**src/rtl/quant_pkg.sv**
```systemverilog
// Shared constants and tables for the DCT coefficient quantizer.
// Holds the run geometry, the coefficient and result widths, the JPEG
// luminance quantization table and the fixed-point reciprocal table.
// The reciprocal table is built from LUMA_Q, so the two tables always agree.
package quant_pkg;

  localparam int NUM_WORDS = 32768;
  localparam int ADDR_W    = 15;
  localparam int CW        = 10;
  localparam int OW        = 8;
  localparam int RW        = 16;

  typedef enum logic [1:0] {
    ST_IDLE,
    ST_RUN,
    ST_DRAIN,
    ST_DONE
  } state_t;

  typedef logic [0:7][0:7][7:0]    qtab_t;
  typedef logic [0:7][0:7][RW-1:0] rtab_t;

  // Standard JPEG luminance table, row 0 first, column 0 first.
  localparam qtab_t LUMA_Q = '{
    '{8'd16, 8'd11, 8'd10, 8'd16, 8'd24,  8'd40,  8'd51,  8'd61},
    '{8'd12, 8'd12, 8'd14, 8'd19, 8'd26,  8'd58,  8'd60,  8'd55},
    '{8'd14, 8'd13, 8'd16, 8'd24, 8'd40,  8'd57,  8'd69,  8'd56},
    '{8'd14, 8'd17, 8'd22, 8'd29, 8'd51,  8'd87,  8'd80,  8'd62},
    '{8'd18, 8'd22, 8'd37, 8'd56, 8'd68,  8'd109, 8'd103, 8'd77},
    '{8'd24, 8'd35, 8'd55, 8'd64, 8'd81,  8'd104, 8'd113, 8'd92},
    '{8'd49, 8'd64, 8'd78, 8'd87, 8'd103, 8'd121, 8'd120, 8'd101},
    '{8'd72, 8'd92, 8'd95, 8'd98, 8'd112, 8'd100, 8'd103, 8'd99}
  };

  // round(2^RW / Q); no entry of the table lands on an exact half.
  function automatic rtab_t make_recip(input qtab_t q);
    rtab_t t;
    t = '0;
    for (int r = 0; r < 8; r++) begin
      for (int j = 0; j < 8; j++) begin
        t[r][j] = RW'(((1 << RW) + (int'(q[r][j]) >> 1)) / int'(q[r][j]));
      end
    end
    return t;
  endfunction

  localparam rtab_t RECIP = make_recip(LUMA_Q);

endpackage

```
**src/rtl/dct_quantizer_if.sv**
```systemverilog
// Memory-side bus of the quantizer: read port of the DCT output SRAM and
// write port of the quantized-image SRAM.
//   master: the quantizer (drives strobes/addresses/write data)
//   slave : the memories (return read data one cycle after rd_en)
interface dct_quantizer_if;
  import quant_pkg::*;

  logic              rd_en;
  logic [ADDR_W-1:0] rd_addr;
  logic [8*CW-1:0]   rd_data;
  logic              wr_en;
  logic [ADDR_W-1:0] wr_addr;
  logic [8*OW-1:0]   wr_data;

  modport master (
    output rd_en, rd_addr,
    input  rd_data,
    output wr_en, wr_addr, wr_data
  );

  modport slave (
    input  rd_en, rd_addr,
    output rd_data,
    input  wr_en, wr_addr, wr_data
  );

endinterface

```
**src/rtl/quant_lane.sv**
```systemverilog
// One quantizer lane: a signed CW-bit coefficient times its reciprocal,
// rounded half away from zero, re-signed and saturated to OW bits.
// Two register stages: product (with sign), then the final result.
//   clk, reset : clock, synchronous active-high reset
//   coef       : signed coefficient (two's complement)
//   recip      : round(2^RW / Q) for this lane's table position
//   qout       : quantized, saturated result
module quant_lane
  import quant_pkg::*;
(
  input  logic          clk,
  input  logic          reset,
  input  logic [CW-1:0] coef,
  input  logic [RW-1:0] recip,
  output logic [OW-1:0] qout
);

  localparam logic [CW+RW:0] HALF    = {{(CW+1){1'b0}}, 1'b1, {(RW-1){1'b0}}};
  localparam logic [CW:0]    POS_MAX = (CW+1)'((1 << (OW-1)) - 1);
  localparam logic [CW:0]    NEG_MAX = (CW+1)'(1 << (OW-1));

  logic [CW-1:0]    mag;
  logic [CW+RW-1:0] prod_q;
  logic             neg_q;
  logic [CW+RW:0]   rounded;
  logic [CW:0]      qmag;
  logic [OW-1:0]    sat;

  // |coef|; -512 maps to 512, which still fits the unsigned CW-bit range.
  assign mag = coef[CW-1] ? CW'(~coef + CW'(1)) : coef;

  always_ff @(posedge clk) begin
    if (reset) begin
      prod_q <= '0;
      neg_q  <= 1'b0;
    end else begin
      prod_q <= {{RW{1'b0}}, mag} * {{CW{1'b0}}, recip};
      neg_q  <= coef[CW-1];
    end
  end

  // Rounding on the magnitude gives half-away-from-zero once the sign is
  // re-applied; a zero magnitude stays zero for either sign.
  always_comb begin
    rounded = {1'b0, prod_q} + HALF;
    qmag    = rounded[CW+RW:RW];
    sat     = '0;
    if (neg_q) begin
      if (qmag > NEG_MAX) sat = OW'(NEG_MAX);
      else                sat = OW'(~qmag + (CW+1)'(1));
    end else begin
      if (qmag > POS_MAX) sat = OW'(POS_MAX);
      else                sat = OW'(qmag);
    end
  end

  always_ff @(posedge clk) begin
    if (reset) qout <= '0;
    else       qout <= sat;
  end

endmodule

```
**src/rtl/dct_quantizer.sv**
```systemverilog
// DCT coefficient quantizer. On start, streams every row of the DCT output
// SRAM (8 x CW-bit signed lanes), quantizes each lane by the JPEG luminance
// table (row index = address[2:0]) and writes 8 x OW-bit rows back out.
//   clk, reset : clock, synchronous active-high reset
//   start      : one-cycle request, honoured only in IDLE
//   busy       : run in progress (RUN or DRAIN)
//   done       : one-cycle pulse the cycle after the last write
//   bus        : memory read/write port (master side)
// Pipeline: read a at n, data at n+1, products at n+2, write at n+3.
module dct_quantizer
  import quant_pkg::*;
(
  input  logic           clk,
  input  logic           reset,
  input  logic           start,
  output logic           busy,
  output logic           done,
  dct_quantizer_if.master bus
);

  state_t            state_q, state_d;
  logic [ADDR_W-1:0] rd_addr_q;
  logic              rd_active;
  logic              last_rd;
  logic              v1_q, v2_q, wr_en_q;
  logic [ADDR_W-1:0] a1_q, a2_q, wr_addr_q;
  logic [8*OW-1:0]   lane_data;

  assign rd_active = (state_q == ST_RUN);
  assign last_rd   = (rd_addr_q == ADDR_W'(NUM_WORDS - 1));

  always_ff @(posedge clk) begin
    if (reset) state_q <= ST_IDLE;
    else       state_q <= state_d;
  end

  // DRAIN ends once the final valid slot is being written and nothing
  // remains behind it in the pipeline.
  always_comb begin
    state_d = state_q;
    case (state_q)
      ST_IDLE:  if (start) state_d = ST_RUN;
      ST_RUN:   if (last_rd) state_d = ST_DRAIN;
      ST_DRAIN: if (wr_en_q && !v1_q && !v2_q) state_d = ST_DONE;
      ST_DONE:  state_d = ST_IDLE;
      default:  state_d = ST_IDLE;
    endcase
  end

  // The read counter parks at the last address instead of wrapping.
  always_ff @(posedge clk) begin
    if (reset) begin
      rd_addr_q <= '0;
    end else if (state_q == ST_IDLE && start) begin
      rd_addr_q <= '0;
    end else if (rd_active && !last_rd) begin
      rd_addr_q <= rd_addr_q + ADDR_W'(1);
    end
  end

  always_ff @(posedge clk) begin
    if (reset) begin
      v1_q      <= 1'b0;
      v2_q      <= 1'b0;
      wr_en_q   <= 1'b0;
      a1_q      <= '0;
      a2_q      <= '0;
      wr_addr_q <= '0;
    end else begin
      v1_q    <= rd_active;
      v2_q    <= v1_q;
      wr_en_q <= v2_q;
      if (rd_active) a1_q <= rd_addr_q;
      if (v1_q)      a2_q <= a1_q;
      if (v2_q)      wr_addr_q <= a2_q;
    end
  end

  // a1_q is aligned with rd_data, so its low bits pick the table row.
  for (genvar j = 0; j < 8; j++) begin : g_lane
    quant_lane u_lane (
      .clk   (clk),
      .reset (reset),
      .coef  (bus.rd_data[CW*j +: CW]),
      .recip (RECIP[a1_q[2:0]][j]),
      .qout  (lane_data[OW*j +: OW])
    );
  end

  // Strobes are masked by reset so nothing is issued in the reset cycle.
  assign bus.rd_en   = rd_active & ~reset;
  assign bus.rd_addr = rd_addr_q;
  assign bus.wr_en   = wr_en_q & ~reset;
  assign bus.wr_addr = wr_addr_q;
  assign bus.wr_data = lane_data;
  assign busy        = (state_q == ST_RUN) || (state_q == ST_DRAIN);
  assign done        = (state_q == ST_DONE);

endmodule

```
**src/flat_wrapper.sv**
```systemverilog
// flat-port wrapper written by rule: the top's interface ports become plain ports
module dct_quantizer_flat import quant_pkg::*;
  (clk, reset, start, busy, done, bus_rd_en, bus_rd_addr, bus_rd_data, bus_wr_en, bus_wr_addr, bus_wr_data);
  dct_quantizer_if bus_i ();
  input  logic clk;
  input  logic reset;
  input  logic start;
  output logic busy;
  output logic done;
  output wire logic [$bits(bus_i.rd_en)-1:0] bus_rd_en;
  output wire logic [$bits(bus_i.rd_addr)-1:0] bus_rd_addr;
  input wire logic [$bits(bus_i.rd_data)-1:0] bus_rd_data;
  output wire logic [$bits(bus_i.wr_en)-1:0] bus_wr_en;
  output wire logic [$bits(bus_i.wr_addr)-1:0] bus_wr_addr;
  output wire logic [$bits(bus_i.wr_data)-1:0] bus_wr_data;
  assign bus_rd_en = bus_i.rd_en;
  assign bus_rd_addr = bus_i.rd_addr;
  assign bus_i.rd_data = bus_rd_data;
  assign bus_wr_en = bus_i.wr_en;
  assign bus_wr_addr = bus_i.wr_addr;
  assign bus_wr_data = bus_i.wr_data;
  dct_quantizer u_core (.clk(clk), .reset(reset), .start(start), .busy(busy), .done(done), .bus(bus_i));
endmodule
```
**config.mk**
```make
export PLATFORM = sky130hd
export DESIGN_NAME = dct_quantizer_flat
export DESIGN_NICKNAME = d
export VERILOG_FILES = /design/src/rtl/quant_pkg.sv /design/src/rtl/dct_quantizer_if.sv /design/src/rtl/quant_lane.sv /design/src/rtl/dct_quantizer.sv /design/src/flat_wrapper.sv
export SDC_FILE = /design/constraint.sdc
export NUM_CORES = 2
export LEC_CHECK = 0
export CELL_PAD_IN_SITES_DETAIL_PLACEMENT = 0
export CELL_PAD_IN_SITES_GLOBAL_PLACEMENT = 1
export CORE_UTILIZATION = 40
export DETAILED_ROUTE_END_ITERATION = 8
export HOLD_SLACK_MARGIN = 0.02
export PLACE_DENSITY = 0.71
export REMOVE_ABC_BUFFERS = 1
export SYNTH_ARGS = -nofsm -noshare
export SYNTH_HDL_FRONTEND = slang
export SYNTH_SLANG_ARGS = --single-unit
```
**constraint.sdc**
```tcl
create_clock -name clk -period 9.4 [get_ports clk]
set_clock_uncertainty 0.15 [all_clocks]
set_input_delay 1.88 -clock clk [delete_from_list [all_inputs] [get_ports clk]]
set_output_delay 1.88 -clock clk [all_outputs]
set_load 0.02 [all_outputs]
```
==> flow_summary.yaml <==
run_status:
  status: "finished, final reports clean"
die:
  die_h_um: 319
  start_util_pct: 40.5
  io_pins: 181
  num_rows: 115
  die_w_um: 319
  coreArea_sq_um: 98900
  die_area_sq_um: 101000
cells_and_area:
  syn2layout_area_growth_pct: 11.6
  final_cell_mix: "inv_1 (727), nor2_1 (699), fa_1 (612)"
  drive_gt1_share_pct: 4.79
  mostFrequentLayoutCell: "inv_1"
  diodes: 0
  stdcell_count: 6217
  nets: 6150
timing:
  setup_viol: 0
  worst_slew_pin_slew_ns: 1.17
  setup_ws_ns: 0.892
  slew_headroom_pct: 21.0
  slew_viol_final: 0
  setup_tns_ns: 0
  grt_setup_unrepaired: "no"
  fmax_mhz: 118
  period_minus_slack_ns: 8.51
  hold_viol: 0
  post-route-period-util_pct: 90.5
yosys:
  ys_seq_elements: 210
  yosysTopAreaCellShare_pct: 30.6
  yosys_warnings: 0
  syn_inst: 4740
  syn-cell-area_sq_um: 40100
  synth_area_leaders: "fa_1 (31%), ha_1 (17%), dfxtp_1 (10%), inv_1 (6.8%), nor2_1 (6.6%)"
  synthArstFlopShare_pct: 0
  synth-seq-area-share_pct: 10.5
  synth_area_leader_cell: "fa_1"
  avgSynthCellArea_sq_um: 8.45
  synth-main-ff-cell: "dfxtp_1"
  ys_types: 92
  synth_edf_count: 0
routing:
  drt-initial-drc-count: 1719
  wl_per_cell_um: 17.8
  routed_via_density: 5.13
  drc_errors: 0
  dr.pass1.iters: 5
  ant_nets: 0
  vias: 31900
  wl_um: 111000
global_route:
  grt_max_degree: 70
  antenna_found_initial: 0
  grt_pass1_wl_um: 181000
  grtUsageTotal_pct: 22.3
  grt_pass1_vias: 32600
  grt-ovfl-total: 0
place:
  dp_worst_setup_slack_ns: 0.290
  place.gp.congestion: 0.901
  dp_hpwl_um: 90700
  port_buffers: 180
  dpl.cell_count: 6163
worst_setup_path:
  reg2reg_slack_ns: 1.25
  crit_type: "primary input to register"
  cp.arrival_ns: 8.83
  cp-start-kind: "primary input"
  cp_max_fo: 5
  cp-end-kind: "register"
  cp.required_ns: 9.72
power_and_ir_drop:
  power_density_nw_per_um2: 202
  p_leak_nw: 22.9
  ir_worst_vdd_mv: 0.194
job:
  cap_viol_max_count: 0
clock_tree:
  post_cts_resized: 0
  insertion_delay_ns: 0.62
  cts_sinks: 210
  numCtsBuffers: 29
  cts_tree: "done"
  cts_max_level: 1
  clockRootBuffer: "clkbuf_16"
  clk_pin_slew_ns: 0.06
  postCtsSetupBuffers: 0
  clock_path_buffers: 3
  cts_hold_buf: 0
worst_hold_path:
  min_path_type: "register to register"
-- through the flow --
| step | utilization [%] | hold WS, ns | cell area (sq um) | power (mW) |
|---|---|---|---|---|
| floorplan | - | 0.310 | 39500 | 6.15 |
| global placement | 44.2 | 0.321 | 43700 | 7.86 |
| detailed placement | 44.2 | 0.329 | 43700 | 7.89 |
| CTS | 45.3 | 0.344 | 44700 | 9.17 |
| global route | 45.3 | 0.356 | 44700 | 10.2 |
| finish | 45.3 | 0.338 | 44700 | 9.04 |
-- flip-flops by register name (all words and copies together) (netlist names) --
signal / cells
u_core.g_lane.u_lane.qout: 64
u_core.g_lane.u_lane.prod_q: 73
u_core.wr_en_q: 1
u_core.v1_q: 1
u_core.state_q: 2
u_core.bus.rd_addr: 15
u_core.g_lane.u_lane.neg_q: 8
u_core.v2_q: 1
u_core.a2_q: 15
u_core.bus.wr_addr: 15
u_core.a1_q: 15
-- path summary, 6_finish.rpt --
| kind | startpoint | depth (start not counted) | to |
|---|---|---|---|
| min | u_core.bus.wr_addr[5] | 2 | u_core.bus.wr_addr[5] |
| max reg2reg | u_core.a1_q[2] | 20 | u_core.g_lane[3].u_lane.prod_q[24] |
| min reg2reg | u_core.bus.wr_addr[5] | 2 | u_core.bus.wr_addr[5] |
| max | bus_rd_data[33] | 23 | u_core.g_lane[3].u_lane.prod_q[24] |
-- critical path, cell delays in order --
cell	delay (ns)
clkdlybuf4s50_1	0.45
or3_1	0.43
nor4_1	0.31
nand2_1	0.09
nand2_1	0.12
xor2_1	0.38
nor2_1	0.11
fa_1	0.51
fa_1	0.53
fa_1	0.52
fa_1	0.54
inv_1	0.05
fa_1	0.53
inv_1	0.04
ha_1	0.30
a21oi_1	0.17
nor2_1	0.09
a2111oi_4	0.35
a211oi_2	0.18
o31a_1	0.39
a311o_1	0.45
a2111oi_2	0.31
nor3_1	0.08
-- layer usage --
metal	GRT usage, %	vias up	routed length [um]	part of all wire [%]
met1	30.8	15700	52000	47
li1	-	15400	-	-
met2	37.3	647	51800	47
met4	5.12	0	2330	2.1
met3	2.44	111	4710	4.2
met5	0	-	0	0
-- layout make-up --
type                    count  area (sq um)
clock inverters            19           210
well taps                1287          1610
clock buffers              35           798
inverters                 729          2740
flip-flops and latches    210          4210
repair buffers            290          2630
fillers                  9838         54100
multi-input cells        3647         32500
-- synthesized netlist by cell type, types with 32 or more instances --
cell type,count
inv_1,727
nor2_1,701
fa_1,612
ha_1,548
nand2_1,524
dfxtp_1,210
a21oi_1,163
clkbuf_1,140
xor2_1,102
nand3_1,97
o21ai_0,96
xnor2_1,84
mux2i_1,69
nand2b_1,69
a21o_1,54
nor3_1,54
and3_1,42
nor2b_1,39
and2_1,32
-- cell families after synthesis --
kind of cell             share of synthesized area, %
buffers and inverters                            8.32
flip-flops                                       10.5
AO/OA/AOI/OAI                                    8.34
multiplexers                                     2.09
adder cells (fa/ha/maj)                          47.7
AND/OR/NAND/NOR                                  18.8
XOR/XNOR                                         4.22
other                                          0.0187
-- report_power, final --
part	switching (mW)	leakage [nW]	internal, mW	total, mW
logic	3.75	20.7	2.91	6.67
registers	0.154	1.72	1.06	1.21
clock network	0.472	0.488	0.691	1.16
Note: power is estimated with default switching activity, not from simulation.
==> patch (config.mk and constraints unchanged) <==
`OW`: 8 -> 6. Comments in the files are not updated.
--- a/src/rtl/quant_pkg.sv
+++ b/src/rtl/quant_pkg.sv
@@ -7,7 +7,7 @@
   localparam int NUM_WORDS = 32768;
   localparam int ADDR_W    = 15;
   localparam int CW        = 10;
-  localparam int OW        = 8;
+  localparam int OW        = 6;
   localparam int RW        = 16;
 
   typedef enum logic [1:0] {
Interface: changed (resized bus_wr_data); port bits go from 181 to 165. The function was not compared with the original's and may differ.
==> patch against the unedited design <==
Synthesized area decreased by 4.0%; synthesized cell count decreased by 4.9%; setup slack got worse by 0.12 ns; final area decreased by 4.6%; global-route usage increased by 0.29 points; clock power decreased by 29%; total power decreased by 13%; sequential cell count decreased by 16; critical path depth decreased by 2; sequential share of layout area decreased by 0.30 points; routed wire length decreased by 4.2%.
==> patch: results (changes against the unedited design) <==
stage	metric	value	unit	change
logic_synthesis	ys_seq_area_share	10.1	%	-0.40 points
finish	top_regs	u_core.g_lane.u_lane.prod_q: 73 flops, u_core.g_lane.u_lane.qout: 48 flops		
cts	clock_path_buffers	2		-1
critical_path	arrival	8.90	ns	+0.07 ns
logic_synthesis	synthCells	4508		-4.9%
power	p_leak	0.0220	uW	-4.2%
global_routing	antenna_found_initial	5		+5
logic_synthesis	synth-main-ff-cell	dfxtp_1		
global_routing	grt_max_degree	65		-7.1%
global_routing	grt_pass1_vias	31200		-4.1%
cts	numCtsBuffers	17		-41%
placement	place_area	42000	um2	-3.9%
route	vias	30400		-4.7%
finish	nNetsFinal	5920		-3.7%
status	status	finished clean		
cts	post_cts.repair.setup_buffers	0		unchanged
cts	ctsHtreeMaxLevel	4		+3
cts	clk_pin_slew	0.09	ns	+0.03 ns
logic_synthesis	synth_area_leaders	fa_1 (32%), ha_1 (18%), dfxtp_1 (10%), inv_1 (7.1%), nor2_1 (6.5%)		
route	via_per_inst	5.10		-0.52%
logic_synthesis	synth_compound_area_share	6.76	%	-1.6 points
critical_path	crit_path_max_incr_delay	0.61	ns	+0.07 ns
global_routing	grt_pass1_wl	173	mm	-4.5%
critical_path	worst_path_max_delay_cell	or4b_1		
placement	port_buffers	164		-8.9%
route	dr.pass1.iters	5		unchanged
global_routing	grt_usage	22.6	%	+0.29 points
placement	place.gp.congestion	0.900		-0.17%
finish	drive_gt1_share	4.52	%	-0.27 points
logic_synthesis	ys_types	94		+2.2%
critical_path	ff2ff_path_depth	23		+15%
logic_synthesis	synth_fa_ha_area_share	49.7	%	+2.0 points
route	dr.first_iter.drc_count	1839		+7.0%
logic_synthesis	synth_xor_area_share	4.46	%	+0.25 points
placement	hpwlAfterDp	88.3	mm	-2.6%
route	wl	106	mm	-4.2%
timing	worst_pin_slew	1.12	ns	-0.0521 ns
power	irDropWorstVdd	156	uV	-19%
[patch: worst max-delay path, delay by kind of cell]
kind,cells,cell delay (ns)
AOI/OAI and AO/OA,3,1.04
and+or+nand+nor,8,2.41
adders and majority gates,6,2.67
buffers and inverters,3,0.57
muxes,1,0.33
[patch: cell families after synthesis]
group / Yosys count
simple gates: 1621
other cells: 2
compound gates: 399
mux: 80
flops: 194
fa+ha+maj: 1160
xor+xnor: 196
buf+inv: 856
[patch: report_power, final]
group | internal [uW] | leakage (uW) | switching (uW)
sequential | 976 | 0.00159 | 100
clock | 376 | 0.000312 | 450
combinational | 2580 | 0.0201 | 3360
total | 3930 | 0.0220 | 3910
[patch: final timing paths]
kind / from / end / slack (ns)
worst max-delay path: bus_rd_data[74] / u_core.g_lane[7].u_lane.prod_q[20]$_SDFF_PP0_ / 0.78
worst min-delay path: u_core.a2_q[2]$_SDFFE_PP0P_ / u_core.a2_q[2]$_SDFFE_PP0P_ / 0.35
worst max register to register: u_core.a1_q[2]$_SDFFE_PP0P_ / u_core.g_lane[1].u_lane.prod_q[22]$_SDFF_PP0_ / 1.59
worst min register to register: u_core.a2_q[2]$_SDFFE_PP0P_ / u_core.a2_q[2]$_SDFFE_PP0P_ / 0.35
[patch: per-layer routing]
metal	vias up	track usage [%]	wire length, um
met4	2	6.46	2620
met1	15000	31.8	49600
li1	14600	-	-
met2	707	36.4	48900
met3	113	2.73	5020
met5	-	0	11
[patch: layout make-up]
type	count	area, um2	area share, %
tap	1265	1580	3.71
timing repair buffer	273	2460	5.77
sequential	194	3890	9.11
clock buffer	17	425	0.997
inverter	731	2740	6.43
clock inverter	15	224	0.525
antenna	2	5.00	0.0117
multi-input combinational	3460	31400	73.5
